===== src/rtl/axi_test_pkg.sv =====
// Shared definitions for the AXI4 self-test run-sequencer.
// Latency: n/a (types and constants only).
// Backpressure: n/a.
//
// Contents: FSM state encoding, default counter widths, and a helper that
// classifies which states count as "run in progress".
package axi_test_pkg;

   // Default widths: iteration/statistics counters, inter-iteration gap,
   // per-iteration watchdog limit.
   localparam int ITER_W_DEF = 16;
   localparam int GAP_W_DEF  = 8;
   localparam int TMO_W_DEF  = 20;

   // State encoding is exported on the probe port, so the values are fixed.
   typedef enum logic [2:0] {
      S_IDLE = 3'd0,
      S_REQ  = 3'd1,
      S_WAIT = 3'd2,
      S_GAP  = 3'd3,
      S_DONE = 3'd4
   } sched_state_t;

   // A run is in progress while launching, waiting on the engine, or idling
   // between iterations. S_DONE is deliberately excluded.
   function automatic logic is_run_state(input sched_state_t s);
      return (s == S_REQ) || (s == S_WAIT) || (s == S_GAP);
   endfunction

endpackage


===== src/rtl/axi_test_sched_dncnt.sv =====
// Loadable down-counter with a zero flag, used for the inter-iteration gap
// and for the per-iteration watchdog.
// Latency: load/decrement visible the cycle after; zero is a decode of the count.
// Backpressure: none; dec at zero holds the count at zero.
//
// Ports:
//   clk, rst   clock and synchronous active-high reset (count -> 0)
//   load       load load_val (takes priority over dec)
//   load_val   value to load
//   dec        decrement by one when the count is nonzero
//   cnt        current count
//   zero       high while cnt == 0
module sched_dncnt #(
   parameter int W = 8
) (
   input  logic         clk,
   input  logic         rst,
   input  logic         load,
   input  logic [W-1:0] load_val,
   input  logic         dec,
   output logic [W-1:0] cnt,
   output logic         zero
);

   always_ff @(posedge clk) begin
      if (rst) begin
         cnt <= '0;
      end else if (load) begin
         cnt <= load_val;
      end else if (dec && (cnt != '0)) begin
         cnt <= cnt - W'(1);
      end
   end

   assign zero = (cnt == '0);

endmodule


===== src/rtl/axi_test_sched.sv =====
// Run-sequencer for the AXI4 master self-test engine: launches iter_num
// iterations via one-cycle req pulses, waits for ack, samples err, and keeps
// pass/fail statistics with an optional idle gap between iterations.
// Latency: outputs are registered and follow the FSM state by one cycle
//   (req appears the cycle after S_REQ, done the cycle after S_DONE).
// Backpressure: the engine paces the run through ack; start is ignored while a
//   run is in progress; abort wins over everything and drops back to idle.
//
// Optional feature: define AXI_SCHED_TMO_EN to build the per-iteration
// watchdog (tmo_cycles, tmo_cnt). Without it S_WAIT only exits on ack or abort.
//
// Ports:
//   clk, rst     clock and synchronous active-high reset
//   start        launch a run (accepted in S_IDLE only)
//   abort        cancel the run, counters hold, no done pulse
//   iter_num     iterations per run, latched on start
//   gap_cycles   idle cycles between iterations, latched on start
//   tmo_cycles   watchdog limit per iteration (0 = off), latched on start
//   req          one-cycle launch pulse to the engine
//   ack, err     engine completion level and sticky error
//   busy         run in progress (lags state by one cycle like all outputs)
//   done         one-cycle pulse on run completion
//   pass_cnt, fail_cnt, tmo_cnt   per-run statistics
//   last_err     error result of the most recent finished iteration
//   state        FSM state for probing
module axi_test_sched
   import axi_test_pkg::*;
#(
   parameter int ITER_W = ITER_W_DEF,
   parameter int GAP_W  = GAP_W_DEF,
   parameter int TMO_W  = TMO_W_DEF
) (
   input  logic              clk,
   input  logic              rst,
   input  logic              start,
   input  logic              abort,
   input  logic [ITER_W-1:0] iter_num,
   input  logic [GAP_W-1:0]  gap_cycles,
   input  logic [TMO_W-1:0]  tmo_cycles,
   output logic              req,
   input  logic              ack,
   input  logic              err,
   output logic              busy,
   output logic              done,
   output logic [ITER_W-1:0] pass_cnt,
   output logic [ITER_W-1:0] fail_cnt,
   output logic [ITER_W-1:0] tmo_cnt,
   output logic              last_err,
   output logic [2:0]        state
);

   sched_state_t      state_q;
   logic [ITER_W-1:0] iter_lat;
   logic [ITER_W-1:0] iter_idx;
   logic [ITER_W-1:0] iter_nxt;
   logic [GAP_W-1:0]  gap_lat;
   logic [GAP_W-1:0]  unused_gap_cnt;

   logic ack_ok;     // ack is meaningful: in S_WAIT and the req cycle is over
   logic ack_take;   // ack actually counted (an abort discards it)
   logic tmo_hit;    // watchdog expired this cycle without an ack
   logic fin;        // current iteration finishes this cycle
   logic last_iter;  // the finishing iteration is the final one of the run
   logic gap_load;
   logic gap_zero;

   // During the cycle req is high the engine may still be showing the ack of
   // the previous iteration; it only clears ack after seeing req.
   assign ack_ok    = (state_q == S_WAIT) && !req && ack;
   assign ack_take  = ack_ok && !abort;
   assign fin       = ack_take || tmo_hit;
   assign iter_nxt  = iter_idx + ITER_W'(1);
   assign last_iter = (iter_nxt == iter_lat);
   assign gap_load  = fin && !last_iter && (gap_lat != '0);

   // Loaded with gap-1 on leaving S_WAIT so that S_GAP lasts exactly
   // gap_cycles cycles: the zero flag is seen in the last of them.
   sched_dncnt #(
      .W (GAP_W)
   ) u_gap (
      .clk      (clk),
      .rst      (rst),
      .load     (gap_load),
      .load_val (gap_lat - GAP_W'(1)),
      .dec      (state_q == S_GAP),
      .cnt      (unused_gap_cnt),
      .zero     (gap_zero)
   );

`ifdef AXI_SCHED_TMO_EN
   logic [TMO_W-1:0]  tmo_lat;
   logic [TMO_W-1:0]  unused_wd_cnt;
   logic              wd_zero;
   logic [ITER_W-1:0] tmo_q;

   // Loaded with limit-1 in S_REQ; every S_WAIT cycle (including the one with
   // req high) counts, so expiry lands on the tmo_cycles-th cycle in S_WAIT.
   sched_dncnt #(
      .W (TMO_W)
   ) u_wd (
      .clk      (clk),
      .rst      (rst),
      .load     (state_q == S_REQ),
      .load_val (tmo_lat - TMO_W'(1)),
      .dec      (state_q == S_WAIT),
      .cnt      (unused_wd_cnt),
      .zero     (wd_zero)
   );

   // An ack in the same cycle takes precedence over the timeout.
   assign tmo_hit = (state_q == S_WAIT) && (tmo_lat != '0) && wd_zero
                    && !ack_ok && !abort;
   assign tmo_cnt = tmo_q;
`else
   logic unused_tmo;
   assign unused_tmo = ^tmo_cycles;
   assign tmo_hit    = 1'b0;
   assign tmo_cnt    = '0;
`endif

   always_ff @(posedge clk) begin
      if (rst) begin
         state_q  <= S_IDLE;
         req      <= 1'b0;
         busy     <= 1'b0;
         done     <= 1'b0;
         last_err <= 1'b0;
         pass_cnt <= '0;
         fail_cnt <= '0;
         iter_idx <= '0;
         iter_lat <= '0;
         gap_lat  <= '0;
`ifdef AXI_SCHED_TMO_EN
         tmo_lat  <= '0;
         tmo_q    <= '0;
`endif
      end else begin
         req  <= 1'b0;
         done <= 1'b0;
         busy <= !abort && is_run_state(state_q);

         if (abort) begin
            state_q <= S_IDLE;
         end else begin
            case (state_q)
               S_IDLE: begin
                  if (start) begin
                     iter_lat <= iter_num;
                     gap_lat  <= gap_cycles;
                     iter_idx <= '0;
                     pass_cnt <= '0;
                     fail_cnt <= '0;
`ifdef AXI_SCHED_TMO_EN
                     tmo_lat  <= tmo_cycles;
                     tmo_q    <= '0;
`endif
                     state_q  <= (iter_num == '0) ? S_DONE : S_REQ;
                  end
               end

               S_REQ: begin
                  req     <= 1'b1;
                  state_q <= S_WAIT;
               end

               S_WAIT: begin
                  if (ack_take) begin
                     if (err) begin
                        fail_cnt <= fail_cnt + ITER_W'(1);
                        last_err <= 1'b1;
                     end else begin
                        pass_cnt <= pass_cnt + ITER_W'(1);
                        last_err <= 1'b0;
                     end
                  end
`ifdef AXI_SCHED_TMO_EN
                  else if (tmo_hit) begin
                     tmo_q    <= tmo_q + ITER_W'(1);
                     fail_cnt <= fail_cnt + ITER_W'(1);
                     last_err <= 1'b1;
                  end
`endif
                  if (fin) begin
                     iter_idx <= iter_nxt;
                     if (last_iter) begin
                        state_q <= S_DONE;
                     end else if (gap_lat == '0) begin
                        state_q <= S_REQ;
                     end else begin
                        state_q <= S_GAP;
                     end
                  end
               end

               S_GAP: begin
                  if (gap_zero) begin
                     state_q <= S_REQ;
                  end
               end

               S_DONE: begin
                  done    <= 1'b1;
                  state_q <= S_IDLE;
               end

               default: begin
                  state_q <= S_IDLE;
               end
            endcase
         end
      end
   end

   assign state = state_q;

endmodule


===== config.mk =====
export PLATFORM = sky130hd
export DESIGN_NAME = axi_test_sched
export DESIGN_NICKNAME = d
export VERILOG_FILES = /design/src/rtl/axi_test_pkg.sv /design/src/rtl/axi_test_sched_dncnt.sv /design/src/rtl/axi_test_sched.sv
export SDC_FILE = /design/constraint.sdc
export NUM_CORES = 1
export LEC_CHECK = 0
export ABC_AREA = 1
export BUFFER_PORTS_ARGS = -buffer_cell sky130_fd_sc_hd__clkbuf_2
export CAP_MARGIN = 20
export CORE_ASPECT_RATIO = 1.2
export CORE_UTILIZATION = 56
export CTS_BUF_LIST = sky130_fd_sc_hd__clkbuf_8
export CTS_CLUSTER_DIAMETER = 120
export DETAILED_ROUTE_END_ITERATION = 10
export GPL_ROUTABILITY_DRIVEN = 0
export PLACE_DENSITY = 0.79
export SYNTH_ARGS = -nofsm -noshare
export SYNTH_HDL_FRONTEND = slang
export SYNTH_SLANG_ARGS = --single-unit
export TNS_END_PERCENT = 30

===== constraint.sdc =====
create_clock -name clk -period 2.8 [get_ports clk]
set_input_delay 0.42 -clock clk [delete_from_list [all_inputs] [get_ports clk]]
set_output_delay 0.42 -clock clk [all_outputs]
set_load 0.1 [all_outputs]

# After elaboration in Yosys (flattened, before gate mapping)
# Cells that the tools add are included.
[op_classes]
add_sub_neg = 5
n_reduce_logical = 27
muxes = 21
n_eq_ne = 10
n_div = 0
shift = 0
order_cmp = 0
multipliers = 0
bitwise = 1
[ops]
columns = ["operator", "count"]
rows = [
  ["$mux 16", 6],
  ["$pmux 16 s2", 3],
  ["$add 16x1->16 const B", 3],
  ["$eq 16x16->1", 1],
  ["$logic_not 16->1", 1],
  ["$logic_not 8->1", 2],
  ["$mux 8", 2],
  ["$reduce_bool 8->1", 2],
  ["$sub 8x1->8 const B", 2],
  ["$mux 3", 5],
  ["$pmux 3 s4", 1],
  ["$ne 2x2->1 const B", 5],
  ["$reduce_and 5->1", 2],
  ["$reduce_and 3->1", 3],
  ["$logic_and 1x1->1", 7],
  ["$eq 3x2->1 const B", 2],
  ["$reduce_and 4->1", 1],
  ["$reduce_bool 2->1", 2],
  ["$eq 3x1->1 const B", 1],
  ["$eq 3x3->1 const B", 1],
  ["$logic_not 1->1", 3],
  ["$logic_not 3->1", 1],
  ["$mux 1", 3],
  ["$logic_or 1x1->1", 2],
  ["3 further kinds", 3],
]
[word_totals]
ram_bits = 0
output_inout_bits = 55
elab_cells = 75
reg_bits = 87
latch_bits = 0
romBits = 0
memories = 0

# Longest topological paths before layout
# Gate-level depths: netlist (run 1).
[depth]
word_depth = 7
mapped_depth = 23

# Hierarchy
# A second synthesis (run 1) with hierarchy kept.
[unflattened]
cells_unflattened = 718
hier_area_um2 = 4779.6
[by_module_without_submodules]
columns = ["mod", "area_each_um2", "seq_area_each_um2", "instances", "cells_each"]
rows = [
  ["axi_test_sched", 4179.0, 1581.5, 1, 614],
  ["sched_dncnt", 600.6, 160.2, 1, 104],
]

# Worst setup path after synthesis (run 1)
# OpenSTA, ideal clock, no wires.
[synth_path]
path_kind = "reg2reg"
from = "register state_q[2] (netlist: state[2])"
to = "register pass_cnt[14]"
path_slack_ns = -0.271
setup_ns = 0.121
arrival_ns = 2.950
path_stages_with_launch = 16
cell_sequence = "dfxtp_1 > inv_2 > nand2_1 > nor2_1 > nand2_1 > o21ai_1 > inv_2 > nand2_2 > a21oi_1 > inv_2 > nor3_2 > nand3_1 > nor4_2 > nand4_1 > o21ai_0 > a21oi_1"
[synth_between]
elab_chain_cells = 6
elab_cells_between_ends = 11
cone_classes = "eq/ne (4); mux (1); reduce/logical (6)"
[synth_rtl]
columns = ["element", "line_no", "rtl"]
rows = [
  ["from (decl)", "axi_test_sched.sv:52", "sched_state_t state_q;"],
  ["from (signal assigned)", "axi_test_sched.sv:157", "state_q <= (iter_num == '0) ? S_DONE : S_REQ;"],
  ["$eq 3x2->1", "axi_test_sched.sv:69, axi_test_sched.sv:145", ""],
  ["$logic_and 1x1->1 (2 in a row)", "axi_test_sched.sv:69", "assign ack_ok = (state_q == S_WAIT) && !req && ack;"],
  ["$logic_and 1x1->1", "axi_test_sched.sv:70", "assign ack_take = ack_ok && !abort;"],
  ["$ne 2x2->1 (no source line)", "-", ""],
  ["$reduce_and 5->1 (no source line)", "-", ""],
  ["to (signal assigned)", "axi_test_sched.sv:172", "pass_cnt <= pass_cnt + ITER_W'(1);"],
  ["to (decl)", "axi_test_sched.sv:45", "output logic [ITER_W-1:0] pass_cnt,"],
]
# Parallel ways exist; a longest one is shown, timed or not.
# A chain may end at the register's enable or synchronous reset.

# Final worst setup path (run 1)
[layout_path]
from = "register iter_idx[0]"
to = "register u_gap.cnt[6]"
[layout_between]
elab_chain_cells = 6
elab_cells_between_ends = 7
cone_classes = "add/sub (1); eq/ne (1); mux (1); reduce/logical (4)"
[layout_rtl]
columns = ["element", "line_no", "rtl"]
rows = [
  ["from (decl)", "axi_test_sched.sv:54", "logic [ITER_W-1:0] iter_idx;"],
  ["from (signal assigned)", "axi_test_sched.sv:184", "iter_idx <= iter_nxt;"],
  ["$add 16x1->16 (*)", "axi_test_sched.sv:72", "assign iter_nxt = iter_idx + ITER_W'(1);"],
  ["$eq 16x16->1 (*)", "axi_test_sched.sv:73", "assign last_iter = (iter_nxt == iter_lat);"],
  ["$logic_not 1->1 (*)", "axi_test_sched.sv:74", "assign gap_load = fin && !last_iter && (gap_lat != '0);"],
  ["$logic_and 1x1->1 (*) (2 in a row)", "axi_test_sched.sv:74", ""],
  ["$mux 8 / $reduce_bool 2->1 (equally long branches)", "-", ""],
  ["to (signal assigned)", "axi_test_sched_dncnt.sv:29", "cnt <= load_val;"],
  ["to (signal assigned)", "axi_test_sched_dncnt.sv:31", "cnt <= cnt - W'(1);"],
  ["to (decl)", "axi_test_sched_dncnt.sv:21", "output logic [W-1:0] cnt,"],
]
# Every way passes the cells marked *; elsewhere a longest branch is shown, timed or not.

==> run_results.csv, run 1 <==
group,metric,value,unit
worst_setup_path,worst_ep_arrival_time,2900,ps
timing,finalCritPeriodShare,0.9513,
pwr,p_total,0.002623,W
cts,ctsHoldBuffers,0,
floorplanning,die_x,85.69,um
cts,cts_buffers,9,
outcome,status,"finished, final reports clean",
floorplanning,fp.dieH,102.4,um
synthesis,synth_top_family_by_area,"simple AND/OR/NAND/NOR gates",
synthesis,ys.warnings.count,0,
synthesis,synth_fa_ha_area_frac,0.01063,
layout,design.final.nets,819,
worst_setup_path,crit_path_start_kind,"register",
worst_setup_path,crit_path_cell_trace,"buf_6 -> nand2_2 -> nor2_4 -> nand2_4 -> nor2_4 -> xnor3_1 -> nand2_1 -> nor2_2 -> nand2_4 -> nand3_4 -> buf_6 -> o21ai_2 -> ha_2 -> nand3_4 -> nor2_2 -> nand3_1 -> nand3_1 -> a21oi_1",
grt,grt_pass1_wl,18140,um
synthesis,synth_top_cell_area_share,0.3700,
floorplanning,rows,36,
cts,insertion_delay,360,ps
timing,hold_viol_final,0,
synthesis,synth_top_cell_by_area,"dfxtp_1",
timing,fin_crit,2664,ps
worst_setup_path,path_max_fanout,7,
synthesis,synth_top_cells_by_area,"dfxtp_1, nand2_1, a21oi_1",
layout,fin_util,0.6817,
grt,grt_max_degree,39,
timing,finalSetupTns,0,ps
synthesis,synth_common_cells,"nand2_1, dfxtp_1, inv_1",
grt,track_usage,0.2633,
synthesis,ys_dominant_reg_cell,"dfxtp_1",
cts,clock_path_buffers,2,
grt,antenna_found_initial,0,
worst_setup_path,max_stage_delay,370,ps
timing,timing.fmax,0.3754,GHz
floorplanning,core_area,8153,um^2
cts,htree_levels,3,
timing,slew_headroom,0.5467,
synthesis,synthMuxAreaShare,0,
synthesis,synth_seq_cells,87,
cts,clockRootBuffer,"clkbuf_8",
timing,fin_worst_skew,4.637,ps
worst_setup_path,slowest_stage,"dfxtp_2",
grt,grt_overflow,0,
detailed_routing,vias,4811,
detailed_routing,routed_wirelength,11730,um
cts,cts_tree,"yes",
job,maxCapViolCount,0,
floorplanning,initial_utilization,0.5773,
synthesis,syn_avg_cell_area,6.922,um^2
detailed_routing,vias_per_cell,5.442,
timing,slew_violations,0,
worst_hold_path,hold_class,"in2reg",
layout,layout-drive-gt1-share,0.2260,
placed_design,hpwl,8363,um
detailed_routing,drtAntennaViolNets,0,
pwr,p_leak,2.415,nW
timing,tightest_slew,671.2,ps
synthesis,synth_cell_types,48,
synthesis,ys_seq_area_frac,0.3700,
layout,n_antenna_cell,0,
detailed_routing,drtIter0Drc,162,
synthesis,yosys.area_share.simple,0.3317,
synthesis,synth-compound-area-share,0.1566,
floorplanning,io_pins,105,
worst_setup_path,critical_path_class,"reg2reg",
cts,cts_sinks,87,
synthesis,synth-edff-count,0,
pwr,ir_worst_vdd,0.3199,mV
cts,clk_pin_slew,80,ps
detailed_routing,wl_per_cell,13.26,um
timing,rsz0062_at_grt,"true",
worst_setup_path,worstPathRequired,3040,ps
detailed_routing,drc,0,
pwr,powerDensity,472.0,nW/um^2
placed_design,port_buffers,68,
worst_setup_path,cp-end-kind,"register",
grt,first_global_vias,4284,
synthesis,synth_xor_area_frac,0.01887,
layout,area_delta_synth_final,18.08,%
synthesis,synth_most_common_cell,"nand2_1",
timing,setup_violations,0,
synthesis,syn_area,4707,um^2
floorplanning,dieArea,8777,um^2
synthesis,netlist_instances,680,
synthesis,async_flop_share,0,
detailed_routing,dr.pass1.iters,5,
## layer usage
metal  vias up  share of wire  wire, um  global-route usage
met5         -              0         0                   0
met1      2214           0.41      4803              0.2913
met3        27          0.060       698             0.05089
li1       2409              -         -                   -
met4         0          0.028       324              0.1410
met2       161           0.50      5899              0.4782
## kinds of logic after synthesis
group,after synthesis
AOI/OAI and AO/OA,133
xor gates and xnor gates,7
adders and majority gates,4
buffers and inverters,121
DFF,87
other,1
and+or+nand+nor,327
## stage by stage
step	cell area (um^2)	hold slack, ps	std cells	setup slack [ps]
after floorplan	4767	443.7	695	120.5
after detailed placement	5199	456.5	862	-23.10
after CTS	5411	281.0	879	9.152
final	5558	294.8	884	136.2
after global placement	5199	439.6	862	67.83
after global routing	5558	302.8	884	-92.65
## state kept, by name (all words and copies together), names as in the netlist, 3 cells and up
signal / cells
fail_cnt: 16
gap_lat: 8
u_gap.cnt: 8
state: 3
iter_idx: 16
pass_cnt: 16
iter_lat: 16
## layout by cell type, fill, tap and decap left out, drive strengths merged, types with 2 or more instances in the layout
cell and instances:
nand2 156, inv 88, dfxtp 87, clkbuf 78, nand3 67, a21oi 65
nor2 52, o21ai 46, buf 25, nand4 17, conb 16, nor3 15
nor4 9, a211oi 8, a31oi 6, nor3b 6, xor2 4, ha 4
xnor3 2, o21a 2, or4 2, or2 2, clkinv 2
## final timing paths
check / from / endpoint / slack, ps / depth (start not counted)
hold / removal: gap_cycles[0] / gap_lat[0] / 290 / 3
setup reg to reg: iter_idx[0] / u_gap.cnt[6] / 140 / 18
hold reg to reg: pass_cnt[15] / pass_cnt[15] / 470 / 1
setup / recovery: iter_idx[0] / u_gap.cnt[6] / 140 / 18
## what timing repair did
item / in CTS / in global routing
gates resized for setup: 5 / 34
pin swaps: 1 / 22
endpoints found under the setup margin: 1 / 8
gates cloned: 1 / 0
buffers inserted: 0 / 5
## final cells by class
cell class | instances | area [um^2]
sequential | 87 | 1753
timing repair buffer | 93 | 543.0
fill | 684 | 2595
inverter | 86 | 322.8
clock inverter | 6 | 53.80
clock buffer | 10 | 137.6
multi-input combinational | 488 | 2605
tap | 114 | 142.6
## power by group
part / switching (W) / total (W) / internal, W
combinational: 0.000322 / 0.000438 / 0.000115
sequential: 0.0000364 / 0.00132 / 0.00128
clock: 0.000443 / 0.000869 / 0.000426
## critical path: cells and delay by family (launching register included)
| kind | cells | cell delay, ps |
|---|---|---|
| simple gates | 12 | 1260 |
| flops | 1 | 370 |
| buf+inv | 2 | 260 |
| xor+xnor | 1 | 220 |
| fa+ha+maj | 1 | 220 |
| compound gates | 2 | 200 |
Note: power is estimated with default switching activity, not from simulation.
==> run 2, diff against run 1 <==
--- a/config.mk
+++ b/config.mk
@@ -5,7 +5,6 @@
 export SDC_FILE = /design/constraint.sdc
 export NUM_CORES = 1
 export LEC_CHECK = 0
-export ABC_AREA = 1
 export BUFFER_PORTS_ARGS = -buffer_cell sky130_fd_sc_hd__clkbuf_2
 export CAP_MARGIN = 20
 export CORE_ASPECT_RATIO = 1.2
@@ -14,8 +13,8 @@
 export CTS_CLUSTER_DIAMETER = 120
 export DETAILED_ROUTE_END_ITERATION = 10
 export GPL_ROUTABILITY_DRIVEN = 0
-export PLACE_DENSITY = 0.79
+export PLACE_DENSITY = 0.8
 export SYNTH_ARGS = -nofsm -noshare
 export SYNTH_HDL_FRONTEND = slang
 export SYNTH_SLANG_ARGS = --single-unit
-export TNS_END_PERCENT = 30
+export TNS_END_PERCENT = 20
==> run_results.csv, run 2 <==
group,metric,value,unit
outcome,status,"finished, violations left",
outcome,violations,"DRC, setup timing",
grt,first_global_vias,4203,
synthesis,synth_common_cells,"nand2_1, dfxtp_1, nor2_1",
timing,fin_worst_skew,10.45,ps
synthesis,synth_top_cells_by_area,"dfxtp_1, nand2_1, xor2_1",
timing,finalSetupTns,-2089,ps
timing,setup_violations,4,
layout,area_delta_synth_final,23.36,%
placed_design,placedCellCount,761,
grt,met2_usage,0.4849,
layout,final_cell_mix,"nand2_1, dfxtp_1, clkbuf_2, nor2_1, buf_4",
cts,clock_path_buffers,2,
grt,grt_pass1_wl,18530,um
worst_setup_path,cp-end-kind,"register",
timing,worst_slack,-717.3,ps
floorplanning,core_area,7751,um^2
synthesis,async_flop_share,0,
pwr,p_sw,0.0007504,W
synthesis,synth_top_cell_by_area,"dfxtp_1",
timing,slew_headroom,0.6202,
grt,grt_busiest_layer,"met2",
pwr,p_int,0.001872,W
synthesis,ys.warnings.count,0,
synthesis,synth_top_cell_area_share,0.3861,
pwr,powerDensity,471.2,nW/um^2
timing,fin_crit,3517,ps
synthesis,synth_cell_types,48,
grt,grt_util_met3,0.04770,
pwr,combinationalPowerShare,0.131,
detailed_routing,vias,4335,
placed_design,hpwl,7892,um
cts,clk_pin_slew,100,ps
synthesis,netlist_instances,569,
synthesis,synth_most_common_cell,"nand2_1",
layout,layout-drive-gt1-share,0.2394,
cts,clockRootBuffer,"clkbuf_8",
pwr,pwr-share-clk,0.382,
detailed_routing,routed_wirelength,10850,um
layout,design.final.nets,734,
timing,slew_violations,0,
synthesis,synth_seq_cells,87,
floorplanning,initial_utilization,0.5819,
detailed_routing,drc,20,
timing,rsz0062_at_grt,"true",
job,maxCapViolCount,0,
synthesis,ys_dominant_reg_cell,"dfxtp_1",
worst_hold_path,hp-start,"gap_cycles[5]",
grt,use_met1,0.3152,
floorplanning,io_pins,105,
layout,layout_commonest_cell,"nand2_1",
timing,tightest_slew,563.7,ps
cts,cts_setup_buffers,0,
grt,track_usage,0.2742,
layout,regArea,1750,um^2
detailed_routing,dr.pass1.iters,9,
floorplanning,dieArea,8419,um^2
timing,finalCritPeriodShare,1.256,
layout,multi_input_area,2658,um^2
synthesis,ys_seq_area_frac,0.3861,
cts,cts_buffers,9,
cts,cts_sinks,87,
detailed_routing,vias_per_cell,5.579,
detailed_routing,drtIter0Drc,217,
layout,fillCellCount,636,
floorplanning,rows,35,
worst_setup_path,rr_startpoint,"iter_idx[1]",
floorplanning,die_x,83.93,um
layout,fin_cells,777,
worst_setup_path,worstPathRequired,3070,ps
placed_design,port_buffers,68,
grt,grt_overflow,0,
worst_setup_path,critPathLaunch,"iter_idx[1]",
detailed_routing,wl_per_cell,13.97,um
cts,insertion_delay,370,ps
floorplanning,fp.dieH,100.3,um
cts,cts_tree,"yes",
worst_setup_path,crit_path_start_kind,"register",
pwr,p_seq_frac,0.487,
worst_hold_path,hold_class,"in2reg",
worst_setup_path,critical_path_class,"reg2reg",
pwr,swShare,0.2862,
detailed_routing,drtAntennaViolNets,0,
grt,antenna_found_initial,0,
worst_setup_path,path_max_fanout,4,
synthesis,synth-edff-count,0,
synthesis,syn_avg_cell_area,7.927,um^2
grt,grt_max_degree,38,
timing,timing.fmax,0.2843,GHz
layout,n_antenna_cell,0,
worst_setup_path,worst_ep_arrival_time,3790,ps
pwr,p_leak,2.286,nW
cts,htree_levels,3,
pwr,ir_worst_vdd,0.4039,mV
synthesis,syn_area,4511,um^2
timing,hold_viol_final,0,
-- run 2: cell count changes after synthesis, sizes merged, moves of 10 or more --
cell / previous run / this run
xnor2: 1 / 26
inv: 85 / 6
o21ai: 46 / 18
xor2: 4 / 32
nand3: 67 / 18
or3: 0 / 10
a21oi: 65 / 49
nor2: 51 / 67
nand2: 156 / 97
-- run 2: cells by family after synthesis --
| group | after synthesis | synth area share |
|---|---|---|
| compound gates | 87 | 0.1110 |
| xor+xnor | 58 | 0.1126 |
| fa+ha+maj | 4 | 0.01110 |
| buf+inv | 49 | 0.05603 |
| flops | 87 | 0.3861 |
| mux | 10 | 0.02441 |
| other cells | 1 | 0.0008314 |
| simple gates | 273 | 0.2979 |
-- run 2: worst paths after layout --
path / end / slack (ps) / cells after the start
min: gap_lat[5] / 260 / 3
min reg2reg: iter_lat[14] / 470 / 2
max: u_gap.cnt[6] / -720 / 14
max reg2reg: u_gap.cnt[6] / -720 / 14
-- run 2: final cells by class --
type | instances | share of cell area
timing repair buffer | 128 | 0.1421
tap | 92 | 0.02069
inverter | 6 | 0.004048
clock inverter | 7 | 0.01866
clock buffer | 9 | 0.02226
sequential | 87 | 0.3146
multi-input combinational | 448 | 0.4776
-- run 2: what timing repair did --
item | CTS | global route
gates resized for setup | 2 | 4
hold buffers | 0 | 0
pin swaps | 0 | 1
setup endpoints to repair | 4 | 8
-- run 2: power by group through the flow --
stage          logic [W]  clock network (W)  registers (W)
2_1_floorplan   0.000251                  0        0.00132
3_3_place_gp    0.000331                  0        0.00130
3_5_place_dp    0.000337                  0        0.00130
4_1_cts         0.000339            0.00102        0.00128
5_1_grt         0.000373            0.00107        0.00128
6_report        0.000344            0.00100        0.00128
-- run 2: worst max-delay path, stage by stage (launching register included) --
cell and delay (ps):
dfxtp_4 370, ha_4 150, nand3_4 70, or4_4 530, xnor2_1 140, or4_4 450
nor4_4 330, nor2_4 90, mux2i_2 190, ha_2 220, nand3b_1 150, nor4_2 220
xnor2_1 160, nor2_1 50, mux2_1 300
-- run 2: metal layers --
layer,up-vias,part of all wire
met5,-,0
met1,2001,0.41
met2,144,0.49
li1,2155,-
met4,0,0.036
met3,35,0.058
-- run 2: per-stage QoR --
stage	total power (W)	util	instance area [um^2]	hold slack (ps)	setup slack [ps]
finish	0.002622	0.7178	5564	259.6	-717.3
CTS	0.002632	0.7164	5553	257.5	-615.5
floorplan	0.001571	-	4626	444.6	-641.0
detailed placement	0.001641	0.6856	5314	464.0	-599.8
global placement	0.001634	0.6856	5314	444.0	-513.3
global route	0.002719	0.7178	5564	267.1	-863.7
==> run 3, diff against run 2 <==
--- a/config.mk
+++ b/config.mk
@@ -8,6 +8,7 @@
 export BUFFER_PORTS_ARGS = -buffer_cell sky130_fd_sc_hd__clkbuf_2
 export CAP_MARGIN = 20
 export CORE_ASPECT_RATIO = 1.2
+export CORE_MARGIN = 1.5
 export CORE_UTILIZATION = 56
 export CTS_BUF_LIST = sky130_fd_sc_hd__clkbuf_8
 export CTS_CLUSTER_DIAMETER = 120
==> run_results.csv, run 3 (synthesized netlist as in run 2, its figures left out) <==
group,metric,value,unit
worst_setup_path,reg2reg_slack,-680,ps
timing,finalCritPeriodShare,1.242,
detailed_routing,drtAntennaViolNets,0,
floorplanning,rows,35,
job,maxCapViolCount,0,
placed_design,placedCellCount,765,
worst_setup_path,critical_path_class,"reg2reg",
worst_setup_path,worstPathRequired,3060,ps
pwr,p_total,0.002515,W
worst_setup_path,cp_top_family,"simple AND/OR/NAND/NOR gates",
layout,fin_area,5564,um^2
grt,track_usage,0.2653,
layout,final_cell_mix,"nand2_1, dfxtp_1, clkbuf_2, nor2_1, buf_4",
worst_setup_path,rr_endpoint,"u_gap.cnt[6]",
floorplanning,die_x,84.93,um
grt,grt_pass1_wl,18420,um
cts,cts_setup_buffers,0,
layout,fillCellCount,624,
placed_design,port_buffers,68,
worst_setup_path,slowest_stage,"a2111oi_1",
worst_setup_path,crit_path_start_kind,"register",
detailed_routing,dr_wl_met3,597,um
worst_hold_path,min_path_cells,3,
floorplanning,fp.dieH,101.3,um
layout,n_antenna_cell,0,
pwr,ir_worst_vdd,0.2950,mV
cts,cts_sinks,87,
grt,antenna_found_initial,0,
detailed_routing,wl_per_cell,13.81,um
cts,ctsHoldBuffers,0,
worst_setup_path,worst_ep_arrival_time,3740,ps
timing,timing.fmax,0.2875,GHz
layout,layout-drive-gt1-share,0.2424,
detailed_routing,drc,9,
detailed_routing,drtIter0Drc,210,
layout,layout_commonest_cell,"nand2_1",
outcome,status,"finished, violations left",
cts,cts_buffers,9,
timing,slew_headroom,0.5661,
floorplanning,initial_utilization,0.5819,
placed_design,hpwl,8071,um
worst_setup_path,path_depth,14,
cts,cts_tree,"yes",
timing,setup_violations,4,
pwr,powerDensity,452.0,nW/um^2
outcome,violations,"DRC, setup timing",
cts,insertion_delay,370,ps
floorplanning,core_area,7751,um^2
layout,fin_cells,781,
detailed_routing,top_layer,"met4",
grt,first_global_vias,4102,
grt,grt_max_degree,37,
worst_setup_path,path_max_fanout,4,
timing,rsz0062_at_grt,"true",
timing,whs,270.5,ps
detailed_routing,wl_met2,5206,um
detailed_routing,vias_per_cell,5.503,
cts,clock_path_buffers,2,
pwr,p_leak,2.291,nW
worst_hold_path,hold_class,"in2reg",
layout,design.final.nets,738,
timing,tightest_slew,644.0,ps
worst_setup_path,crit_path_cell_trace,"buf_4 -> nand4_2 -> or3_1 -> a2111oi_1 -> nand4b_1 -> nor4_4 -> nor2_4 -> mux2i_1 -> ha_2 -> nand3b_1 -> nor4_2 -> xnor2_1 -> nor2_1 -> mux2_1",
worst_setup_path,critPathLaunch,"iter_idx[1]",
detailed_routing,vias,4298,
worst_setup_path,worstSetupEndpoint,"u_gap.cnt[6]",
timing,slew_violations,0,
cts,htree_levels,3,
timing,fin_crit,3478,ps
worst_setup_path,cp_num_buf_inv,1,
detailed_routing,met1Wirelength,4654,um
timing,hold_viol_final,0,
layout,area_delta_synth_final,23.36,%
detailed_routing,dr.pass1.iters,8,
cts,clockRootBuffer,"clkbuf_8",
worst_setup_path,cp-end-kind,"register",
worst_setup_path,max_stage_delay,470,ps
timing,fin_worst_skew,11.43,ps
worst_hold_path,hp-start,"gap_cycles[7]",
worst_setup_path,rr_startpoint,"iter_idx[1]",
floorplanning,io_pins,105,
floorplanning,dieArea,8604,um^2
detailed_routing,routed_wirelength,10780,um
worst_setup_path,reg2reg_depth,14,
timing,finalSetupTns,-1997,ps
timing,worst_slack,-678.1,ps
cts,clk_pin_slew,90,ps
placed_design,placed_cell_area,5344,um^2
grt,grt_overflow,0,
[run 3: per-stage QoR]
| stage | util | setup slack (ps) |
|---|---|---|
| 2_1_floorplan | - | -641.0 |
| 3_3_place_gp | 0.6894 | -522.0 |
| 5_1_grt | 0.7178 | -898.7 |
| 6_report | 0.7178 | -678.1 |
| 3_5_place_dp | 0.6894 | -686.3 |
| 4_1_cts | 0.7172 | -660.8 |
[run 3: repair_timing]
item | in CTS | in global routing
pin swaps | 0 | 2
setup endpoints to repair | 4 | 7
cloned | 0 | 0
hold endpoints to repair | 0 | 0
gates resized for setup | 4 | 2
[run 3: worst min-delay path, stage by stage]
cell	delay, ps
clkbuf_2	80
nand2_1	40
a21oi_1	50
[run 3: power breakdown]
group          internal (W)  leakage (nW)  switching [W]
clock network      0.000421         0.100       0.000476
registers           0.00126         0.706      0.0000200
logic             0.0000993          1.48       0.000243
[run 3: layout make-up]
cell class / instances / area [um^2] / share of cell area
clock buffers: 9 / 123.9 / 0.02226
clock inverters: 7 / 81.33 / 0.01462
inverters: 6 / 22.52 / 0.004048
multi-input cells: 448 / 2649 / 0.4761
flip-flops and latches: 87 / 1752 / 0.3148
well taps: 92 / 115.1 / 0.02069
repair buffers: 132 / 820.8 / 0.1475
[run 3: worst min-delay path by stage]
stage | to | slack [ps]
6_report | gap_lat[7] | 270
2_1_floorplan | gap_lat[7] | 440
5_1_grt | gap_lat[0] | 280
4_1_cts | gap_lat[6] | 260
3_3_place_gp | last_err | 440
3_5_place_dp | iter_lat[13] | 460
[run 3: per-layer routing]
layer	GRT usage	vias up
met1	0.3181	1974
met3	0.04482	30
met5	0	-
li1	-	2161
met4	0.1425	0
met2	0.4566	133
